**config.mk**
```make
export PLATFORM = sky130hd
export DESIGN_NAME = fetch_stage_flat
export DESIGN_NICKNAME = d
export VERILOG_FILES = /design/src/rtl/fetch_stage_pkg.sv /design/src/rtl/fetch_stage_if.sv /design/src/rtl/fetch_stage_pc_next.sv /design/src/rtl/fetch_stage.sv /design/src/flat_wrapper.sv
export SDC_FILE = /design/constraint.sdc
export NUM_CORES = 1
export LEC_CHECK = 0
export ABC_CLOCK_PERIOD_IN_PS = 2800
export CORE_MARGIN = 3
export CORE_UTILIZATION = 43
export DETAILED_ROUTE_END_ITERATION = 12
export GPL_ROUTABILITY_DRIVEN = 0
export GPL_TIMING_DRIVEN = 0
export MAX_ROUTING_LAYER = met4
export PLACE_DENSITY_LB_ADDON = 0.1
export SLEW_MARGIN = 20
export SYNTH_ARGS = -nofsm -noshare
export SYNTH_HDL_FRONTEND = slang
export SYNTH_SLANG_ARGS = --single-unit
```
**constraint.sdc**
```tcl
create_clock -name CLK -period 2.8 [get_ports CLK]
set_input_delay 0.42 -clock CLK [delete_from_list [all_inputs] [get_ports CLK]]
set_output_delay 0.42 -clock CLK [all_outputs]
set_load 0.01 [all_outputs]
```
**src/rtl/fetch_stage_pkg.sv**
```systemverilog
// Shared types for the fetch stage: word type, PC-select encoding, fetch FSM states.
// Optional FETCH_STATS_EN build adds an accepted-fetch counter port.
package fetch_stage_pkg;

  localparam int WORD_W = 32;

  typedef logic [WORD_W-1:0] word_t;

  typedef enum logic [1:0] {
    PC_SEQ    = 2'b00,
    PC_JUMP   = 2'b01,
    PC_BRANCH = 2'b10,
    PC_JR     = 2'b11
  } pcsrc_t;

  typedef logic [0:0] fetch_state_t;
  localparam fetch_state_t FETCH  = 1'b0;
  localparam fetch_state_t HALTED = 1'b1;

  localparam word_t PC_INIT_DEFAULT = 32'h0000_0000;

  // Branch displacement is a signed word count relative to pc+4.
  function automatic word_t branch_offset(input logic [15:0] imm);
    return {{14{imm[15]}}, imm, 2'b00};
  endfunction

endpackage

```
**src/rtl/fetch_stage_if.sv**
```systemverilog
// Fetch-stage bus: imem handshake, control-unit decode inputs and IF/ID outputs.
// With FETCH_STATS_EN defined the bus also carries fetch_count.
interface fetch_stage_if;
  import fetch_stage_pkg::*;

  logic        ihit;
  word_t       imemload;
  pcsrc_t      pcsrc;
  logic [15:0] imm;
  logic [25:0] addr;
  word_t       jr_target;
  logic        halt;
  logic        stall;
  logic        flush;

  logic        imemREN;
  word_t       imemaddr;
  word_t       instr;
  word_t       npc;
  logic        valid;
  logic        halted;

`ifdef FETCH_STATS_EN
  word_t       fetch_count;

  modport master (
    input  ihit, imemload, pcsrc, imm, addr, jr_target, halt, stall, flush,
    output imemREN, imemaddr, instr, npc, valid, halted, fetch_count
  );

  modport slave (
    output ihit, imemload, pcsrc, imm, addr, jr_target, halt, stall, flush,
    input  imemREN, imemaddr, instr, npc, valid, halted, fetch_count
  );
`else
  modport master (
    input  ihit, imemload, pcsrc, imm, addr, jr_target, halt, stall, flush,
    output imemREN, imemaddr, instr, npc, valid, halted
  );

  modport slave (
    output ihit, imemload, pcsrc, imm, addr, jr_target, halt, stall, flush,
    input  imemREN, imemaddr, instr, npc, valid, halted
  );
`endif

endinterface

```
**src/rtl/fetch_stage_pc_next.sv**
```systemverilog
// Combinational next-PC target select from the IF/ID pc+4 and decoded fields.
// Shared with the single-cycle datapath.
module fetch_stage_pc_next
  import fetch_stage_pkg::*;
(
  input  pcsrc_t      pcsrc,
  input  word_t       npc,
  input  logic [15:0] imm,
  input  logic [25:0] addr,
  input  word_t       jr_target,
  output word_t       target
);

  always_comb begin
    target = npc;
    case (pcsrc)
      PC_SEQ:    target = npc;
      PC_JUMP:   target = {npc[31:28], addr, 2'b00};
      PC_BRANCH: target = npc + branch_offset(imm);
      PC_JR:     target = jr_target;
      default:   target = npc;
    endcase
  end

endmodule

```
**src/rtl/fetch_stage.sv**
```systemverilog
// Instruction fetch stage: PC, imem read handshake, IF/ID register and halt FSM.
// Define FETCH_STATS_EN to add a saturating accepted-fetch counter (fetch_count).
//
// state  | meaning
// FETCH  | reading imem at pc, filling IF/ID
// HALTED | fetch stopped for good; only nRST leaves
module fetch_stage
  import fetch_stage_pkg::*;
#(
  parameter word_t PC_INIT = PC_INIT_DEFAULT
) (
  input logic           CLK,
  input logic           nRST,
  fetch_stage_if.master bus
);

  fetch_state_t state;
  word_t        pc;
  word_t        instr_q;
  word_t        npc_q;
  logic         valid_q;
  word_t        target;
  word_t        pc_plus4;
  logic         redirect;

  fetch_stage_pc_next u_pc_next (
    .pcsrc     (bus.pcsrc),
    .npc       (npc_q),
    .imm       (bus.imm),
    .addr      (bus.addr),
    .jr_target (bus.jr_target),
    .target    (target)
  );

  assign pc_plus4 = pc + 32'd4;
  // Decode belongs to the IF/ID entry, so it only counts while that entry is live.
  assign redirect = valid_q && (bus.pcsrc != PC_SEQ) && !bus.stall;

`ifdef FETCH_STATS_EN
  word_t fetch_count_q;
`endif

  always_ff @(posedge CLK or negedge nRST) begin
    if (!nRST) begin
      state   <= FETCH;
      pc      <= PC_INIT;
      instr_q <= '0;
      npc_q   <= '0;
      valid_q <= 1'b0;
`ifdef FETCH_STATS_EN
      fetch_count_q <= '0;
`endif
    end else if (state == FETCH) begin
      if (bus.halt && valid_q && !bus.stall) begin
        state   <= HALTED;
        valid_q <= 1'b0;
      end else if (bus.stall) begin
        // hold everything; a word returned now is refetched after the stall
      end else if (bus.flush) begin
        valid_q <= 1'b0;
        if (bus.ihit) pc <= pc_plus4;
      end else if (redirect) begin
        pc      <= target;
        valid_q <= 1'b0;
      end else if (bus.ihit) begin
        instr_q <= bus.imemload;
        npc_q   <= pc_plus4;
        valid_q <= 1'b1;
        pc      <= pc_plus4;
`ifdef FETCH_STATS_EN
        if (fetch_count_q != 32'hFFFF_FFFF) fetch_count_q <= fetch_count_q + 32'd1;
`endif
      end else begin
        valid_q <= 1'b0;
      end
    end else begin
      valid_q <= 1'b0;
    end
  end

  assign bus.imemREN  = (state == FETCH);
  assign bus.imemaddr = pc;
  assign bus.instr    = instr_q;
  assign bus.npc      = npc_q;
  assign bus.valid    = valid_q;
  assign bus.halted   = (state == HALTED);
`ifdef FETCH_STATS_EN
  assign bus.fetch_count = fetch_count_q;
`endif

endmodule
```
**src/flat_wrapper.sv**
```systemverilog
// flat-port wrapper written by rule: the top's interface ports become plain ports
module fetch_stage_flat import fetch_stage_pkg::*;
#(
  parameter word_t PC_INIT = PC_INIT_DEFAULT
)
  (CLK, nRST, bus_ihit, bus_imemload, bus_pcsrc, bus_imm, bus_addr, bus_jr_target, bus_halt, bus_stall, bus_flush, bus_imemREN, bus_imemaddr, bus_instr, bus_npc, bus_valid, bus_halted);
  fetch_stage_if bus_i ();
  input logic CLK;
  input logic nRST;
  input wire logic [$bits(bus_i.ihit)-1:0] bus_ihit;
  input wire logic [$bits(bus_i.imemload)-1:0] bus_imemload;
  input wire logic [$bits(bus_i.pcsrc)-1:0] bus_pcsrc;
  input wire logic [$bits(bus_i.imm)-1:0] bus_imm;
  input wire logic [$bits(bus_i.addr)-1:0] bus_addr;
  input wire logic [$bits(bus_i.jr_target)-1:0] bus_jr_target;
  input wire logic [$bits(bus_i.halt)-1:0] bus_halt;
  input wire logic [$bits(bus_i.stall)-1:0] bus_stall;
  input wire logic [$bits(bus_i.flush)-1:0] bus_flush;
  output wire logic [$bits(bus_i.imemREN)-1:0] bus_imemREN;
  output wire logic [$bits(bus_i.imemaddr)-1:0] bus_imemaddr;
  output wire logic [$bits(bus_i.instr)-1:0] bus_instr;
  output wire logic [$bits(bus_i.npc)-1:0] bus_npc;
  output wire logic [$bits(bus_i.valid)-1:0] bus_valid;
  output wire logic [$bits(bus_i.halted)-1:0] bus_halted;
  assign bus_i.ihit = bus_ihit;
  assign bus_i.imemload = bus_imemload;
  assign bus_i.pcsrc = bus_pcsrc;
  assign bus_i.imm = bus_imm;
  assign bus_i.addr = bus_addr;
  assign bus_i.jr_target = bus_jr_target;
  assign bus_i.halt = bus_halt;
  assign bus_i.stall = bus_stall;
  assign bus_i.flush = bus_flush;
  assign bus_imemREN = bus_i.imemREN;
  assign bus_imemaddr = bus_i.imemaddr;
  assign bus_instr = bus_i.instr;
  assign bus_npc = bus_i.npc;
  assign bus_valid = bus_i.valid;
  assign bus_halted = bus_i.halted;
  fetch_stage #(.PC_INIT(PC_INIT)) u_core (.CLK(CLK), .nRST(nRST), .bus(bus_i));
endmodule
```
Yosys cells after proc, flatten, opt, wreduce, memory -nomap -nowiden
Index checks and enable logic that the tools add are counted.
{"block": "totals", "reg_bits": 98, "inputBits": 114, "output_inout_bits": 99, "word_cells": 37}
{"block": "classes", "n_addsub": 2, "n_eq_ne": 4, "muxes": 12, "n_bitwise": 5, "reduce_logical": 9}
{"cell": "one-hot mux 32 bit (4 select lines)", "n": 1}
{"cell": "two-way mux 32 bit", "n": 3}
{"cell": "adder 32 x 3 -> 32 bit (second input constant)", "n": 1}
{"cell": "adder 32 bit", "n": 1}
{"cell": "two-way mux 1 bit", "n": 8}
{"cell": "AND reduction 6 bit", "n": 1}
{"cell": "inverter 1 bit", "n": 5}
{"cell": "equality test 2 bit (second input constant)", "n": 2}
{"cell": "logical AND 1 bit", "n": 4}
{"cell": "inequality test 3 x 1 -> 1 bit (second input constant)", "n": 1}
{"cell": "AND reduction 3 bit", "n": 1}
{"cell": "equality test 2 x 1 -> 1 bit (second input constant)", "n": 1}
{"cell": "logical NOT 2 bit", "n": 1}
{"cell": "nonzero test 2 bit", "n": 1}
{"cell": "logical NOT 1 bit", "n": 1}

Logic depth before layout (Yosys ltp)
{"block": "depth", "depth_word": 8, "mapped_depth": 12, "ltp_nobuf": 12}

By module
Synthesis repeated with hierarchy kept, for this count alone.
{"block": "hier_totals", "hier_cells": 747, "hier_area_um2": 7064.3}
{"mod": "fetch_stage", "instances": 1, "cells_each": 481, "area_per_inst_um2": 4828.4, "seq_area_each_um2": 2452.4}
{"mod": "fetch_stage_pc_next", "instances": 1, "cells_each": 266, "area_per_inst_um2": 2235.9, "seq_area_each_um2": 0.0}

Worst setup path before layout
OpenSTA, ideal clock, no wires.
{"block": "synth_path", "path_kind": "reg2reg", "start": "reg u_core.npc_q[2], in the netlist u_core.bus.npc[2]", "end": "reg u_core.pc[24], in the netlist u_core.bus.imemaddr[24]", "setup_time_ns": 0.127, "arrival_time_ns": 2.541, "required_time_ns": 2.673, "path_slack_ns": 0.132, "path_stages_with_launch": 13, "path_buffers": 0, "synth_period_minus_slack_ns": 2.668, "path_cell_list": "dfrtp_1 > ha_1 > inv_1 > fa_1 > nor2b_1 > o31a_1 > o21a_1 > o31ai_2 > nand3_2 > a21o_1 > a311o_1 > a31oi_1 > o21ai_1"}
{"block": "synth_between", "elab_chain_cells": 4}
{"element": "from (decl)", "line": "fetch_stage.sv:20", "source": "word_t npc_q;"}
{"element": "from (signal assigned)", "line": "fetch_stage.sv:67", "source": "npc_q <= pc_plus4;"}
{"element": "adder 32 bit", "line": "fetch_stage_pc_next.sv:19", "source": "PC_BRANCH: target = npc + branch_offset(imm);"}
{"element": "one-hot mux 32 bit (4 select lines)", "line": "fetch_stage_pc_next.sv:16", "source": "case (pcsrc)"}
{"element": "two-way mux 32 bit", "line": "fetch_stage.sv:62", "source": "end else if (redirect) begin"}
{"element": "two-way mux 32 bit", "line": "fetch_stage.sv:59", "source": "end else if (bus.flush) begin"}
{"element": "to (signal assigned)", "line": "fetch_stage.sv:61", "source": "if (bus.ihit) pc <= pc_plus4;"}
{"element": "to (signal assigned)", "line": "fetch_stage.sv:63", "source": "pc <= target;"}
{"element": "to (signal assigned)", "line": "fetch_stage.sv:69", "source": "pc <= pc_plus4;"}
{"element": "to (decl)", "line": "fetch_stage.sv:18", "source": "word_t pc;"}
No other way between the ends.
A chain may end at the register's enable or synchronous reset.

Final worst setup path
{"block": "layout_path", "start": "in bus_imm[3]", "end": "reg u_core.pc[30], in the netlist u_core.bus.imemaddr[30]"}
{"block": "layout_between", "elab_chain_cells": 4}
{"element": "from (decl)", "line": "flat_wrapper.sv:13", "source": "input wire logic [$bits(bus_i.imm)-1:0] bus_imm;"}
{"element": "adder 32 bit", "line": "fetch_stage_pc_next.sv:19"}
{"element": "one-hot mux 32 bit (4 select lines)", "line": "fetch_stage_pc_next.sv:16"}
{"element": "two-way mux 32 bit", "line": "fetch_stage.sv:62"}
{"element": "two-way mux 32 bit", "line": "fetch_stage.sv:59"}
No other way between the ends.

==> results.py <==
metrics = {
    "outcome": {
        "run_status": "finished clean",
    },
    "sta": {
        "worst_slew_pin_slew_ps": 851,
        "slew_headroom_pct": 42.9,
        "hold_viol": 0,
        "tns_ps": 0,
        "min_period_over_period_pct": 98.4,
        "rsz0062_at_grt": "true",
        "drv_slew": 0,
        "whs_ps": 498,
        "fmax_mhz": 363,
        "worst_slack_ps": 45.5,
        "setup_viol_count_final": 0,
        "timing.final.crit_period_ps": 2750,
        "clock-skew-final_ps": 6.77,
    },
    "setup_path": {
        "max_stage_delay_ps": 480,
        "cp_top_family": "compound AO/OA/AOI/OAI gates",
        "cp_max_fo": 5,
        "worstSetupEndpointType": "flip-flop",
        "cp-start-kind": "input pin",
        "path_class": "in2reg",
        "cp.arrival_ps": 2970,
        "path_cells": "clkdlybuf4s50_1 -> ha_2 -> o21a_1 -> o31a_1 -> o21a_1 -> o31ai_4 -> nand3_2 -> a21o_4 -> a211oi_2 -> xor2_1 -> a211oi_1",
        "crit_required_ps": 3020,
        "cpMaxStageDelayCell": "clkdlybuf4s50_1",
        "worst-path-buf-inv": 1,
        "crit_top_cell": "o21a_1",
    },
    "synthesis": {
        "synthSimpleGateAreaFrac_pct": 16.1,
        "synth_nets": 930,
        "synthesis.area_um2": 6810,
        "synthMuxAreaShare_pct": 9.88,
        "synth-compound-area-share_pct": 22.0,
        "yosysUniqueCellTypes": 62,
        "synth_top_family_by_area": "compound AO/OA/AOI/OAI gates",
        "synth_edf_count": 0,
        "async_reset_ff_share_pct": 100,
        "syn_inst": 785,
        "yosysSeqAreaShare_pct": 36.0,
        "avgSynthCellArea_um2": 8.68,
        "ys_ff_latch": 98,
        "synth_xor_area_share_pct": 6.56,
        "yosys.area_share.adder_pct": 5.81,
        "yosys_warnings": 0,
        "synthFlopType": "dfrtp_1",
    },
    "route": {
        "wl_per_cell_um": 19.7,
        "postRouteAntennaNets": 0,
        "dr.pass1.iters": 5,
        "totalWireLength_um": 24200,
        "drt_iter0_drc": 654,
        "via_per_inst": 5.67,
        "drc": 0,
        "dr_total_vias": 6986,
    },
    "place": {
        "dpl.hpwl_um": 18100,
        "dpl_worst_slack_ps": -828,
        "portBuffers": 211,
        "dpl_cell_area_um2": 9220,
        "dp_cells": 1208,
    },
    "power": {
        "p_per_area_nw_per_um2": 831,
        "p_leak_nw": 4.07,
        "finalPower_mw": 8.17,
        "peakVddDrop_mv": 0.463,
    },
    "layout": {
        "fin_area_um2": 9830,
        "antenna_cells": 0,
        "seqCellArea_um2": 2450,
        "multi_input_area_um2": 4340,
        "layout_commonest_cell": "clkdlybuf4s50_1",
        "fill_cells": 1353,
        "drive_above_1_share_pct": 10.7,
        "final_cell_mix": "clkdlybuf4s50_1, dfrtp_1, nand2_1, a21oi_1, o21ai_0",
        "nets": 1161,
        "final_util_pct": 64.0,
        "area_delta_synth_final_pct": 44.4,
        "finalNonFillerCells": 1232,
    },
    "clock_network": {
        "clk_pin_slew_ps": 70,
        "cts_tree": "yes",
        "cts_made_buffers": 9,
        "htree_levels": 3,
        "clockBufferDepth": 2,
        "cts_sinks": 98,
        "clock_latency_ps": 350,
        "cts_root_buffer": "clkbuf_16",
    },
    "grt": {
        "grt_pass1_wl_um": 37800,
        "grt_pass1_vias": 6912,
        "grt_max_degree": 58,
        "antenna_found_initial": 0,
        "grt-ovfl-total": 0,
        "grt_use_total_pct": 28.2,
    },
    "die": {
        "start_util_pct": 44.3,
        "row_count": 45,
        "die_h_um": 132,
        "chipWidth_um": 132,
        "core-area_um2": 15400,
        "die_area_um2": 17400,
        "pin_count": 213,
    },
    "run": {
        "cap_violations": 0,
    },
    "hold_path": {
        "hp-class": "reg2reg",
    },
}
-- worst paths after layout --
path                                           start                       to  slack (ps)  cells past startpoint
worst max-delay path                      bus_imm[3]  u_core.bus.imemaddr[30]          50                     11
worst min-delay path            u_core.bus.instr[11]     u_core.bus.instr[11]         500                      1
worst max register to register     u_core.bus.npc[2]  u_core.bus.imemaddr[30]          70                     12
worst min register to register  u_core.bus.instr[11]     u_core.bus.instr[11]         500                      1
max in group asynchronous                       nRST   u_core.bus.imemaddr[2]        1550                      3
min in group asynchronous                       nRST       u_core.bus.npc[22]         560                      2
-- state kept, by name, summed over array words and instances (netlist names) --
register             flops
u_core.bus.npc          32
u_core.bus.instr        32
u_core.bus.halted        1
u_core.bus.imemaddr     32
u_core.bus.valid         1
-- synthesized netlist by cell type (all sizes together) (7+ instances only) --
cell,number,area (um^2)
nor2,47,176
xor2,17,149
nor3,11,65.1
a21oi,76,380
nand2b,7,43.8
a211oi,7,57.6
nand4,10,62.6
inv,17,63.8
o22ai,9,56.3
a31oi,9,56.3
xnor2,34,298
mux2i,20,200
mux2,42,473
a21o,17,128
ha,30,375
and3,12,75.1
nand2,93,349
nand3,22,115
nor2b,7,43.8
dfrtp,98,2450
clkbuf,40,150
o21ai,84,420
-- report_power, final --
part	internal [mW]	switching, mW
sequential	1.94	0.548
clock	0.784	0.566
combinational	2.25	2.09
total	4.97	3.20
-- worst register-to-register path: stages (launching register included) --
cell      delay (ps)
dfrtp_1          390
ha_2             180
inv_2             50
fa_2             220
nor2b_2           60
o31a_1           320
o21a_1           250
o31ai_4          220
nand3_2          150
a21o_4           250
a211oi_2         230
xor2_1           200
a211oi_1          90
-- per-layer routing --
metal	up-vias	track usage [%]	share of wire, %	routed length, um
met5	-	-	0	0
met4	0	9.28	2.2	527
met3	40	7.02	9.9	2400
met2	377	42.9	45	11000
met1	3257	37.0	43	10400
li1	3312	-	-	-
-- logic make-up after synthesis --
kind of cell	Yosys count
AO/OA/AOI/OAI	250
AND/OR/NAND/NOR	231
flip-flops	98
buffers and inverters	62
multiplexers	62
XOR/XNOR	51
adder cells (fa/ha/maj)	31
-- repair_timing --
action | CTS | global route
setup endpoints to repair | 18 | 19
pin swaps | 15 | 12
hold buffers | 1 | 0
buffers inserted | 6 | 3
hold endpoints to repair | 1 | 0
gates resized for setup | 30 | 26
-- final cells by class --
| class | count | share of cell area (%) |
|---|---|---|
| plain buffers | 43 | 1.84 |
| well taps | 211 | 2.68 |
| multi-input cells | 625 | 44.1 |
| clock inverters | 5 | 0.802 |
| flip-flops and latches | 98 | 24.9 |
| inverters | 17 | 0.649 |
| repair buffers | 222 | 22.6 |
| clock buffers | 11 | 2.37 |
Power figures use the tool's default switching activity.
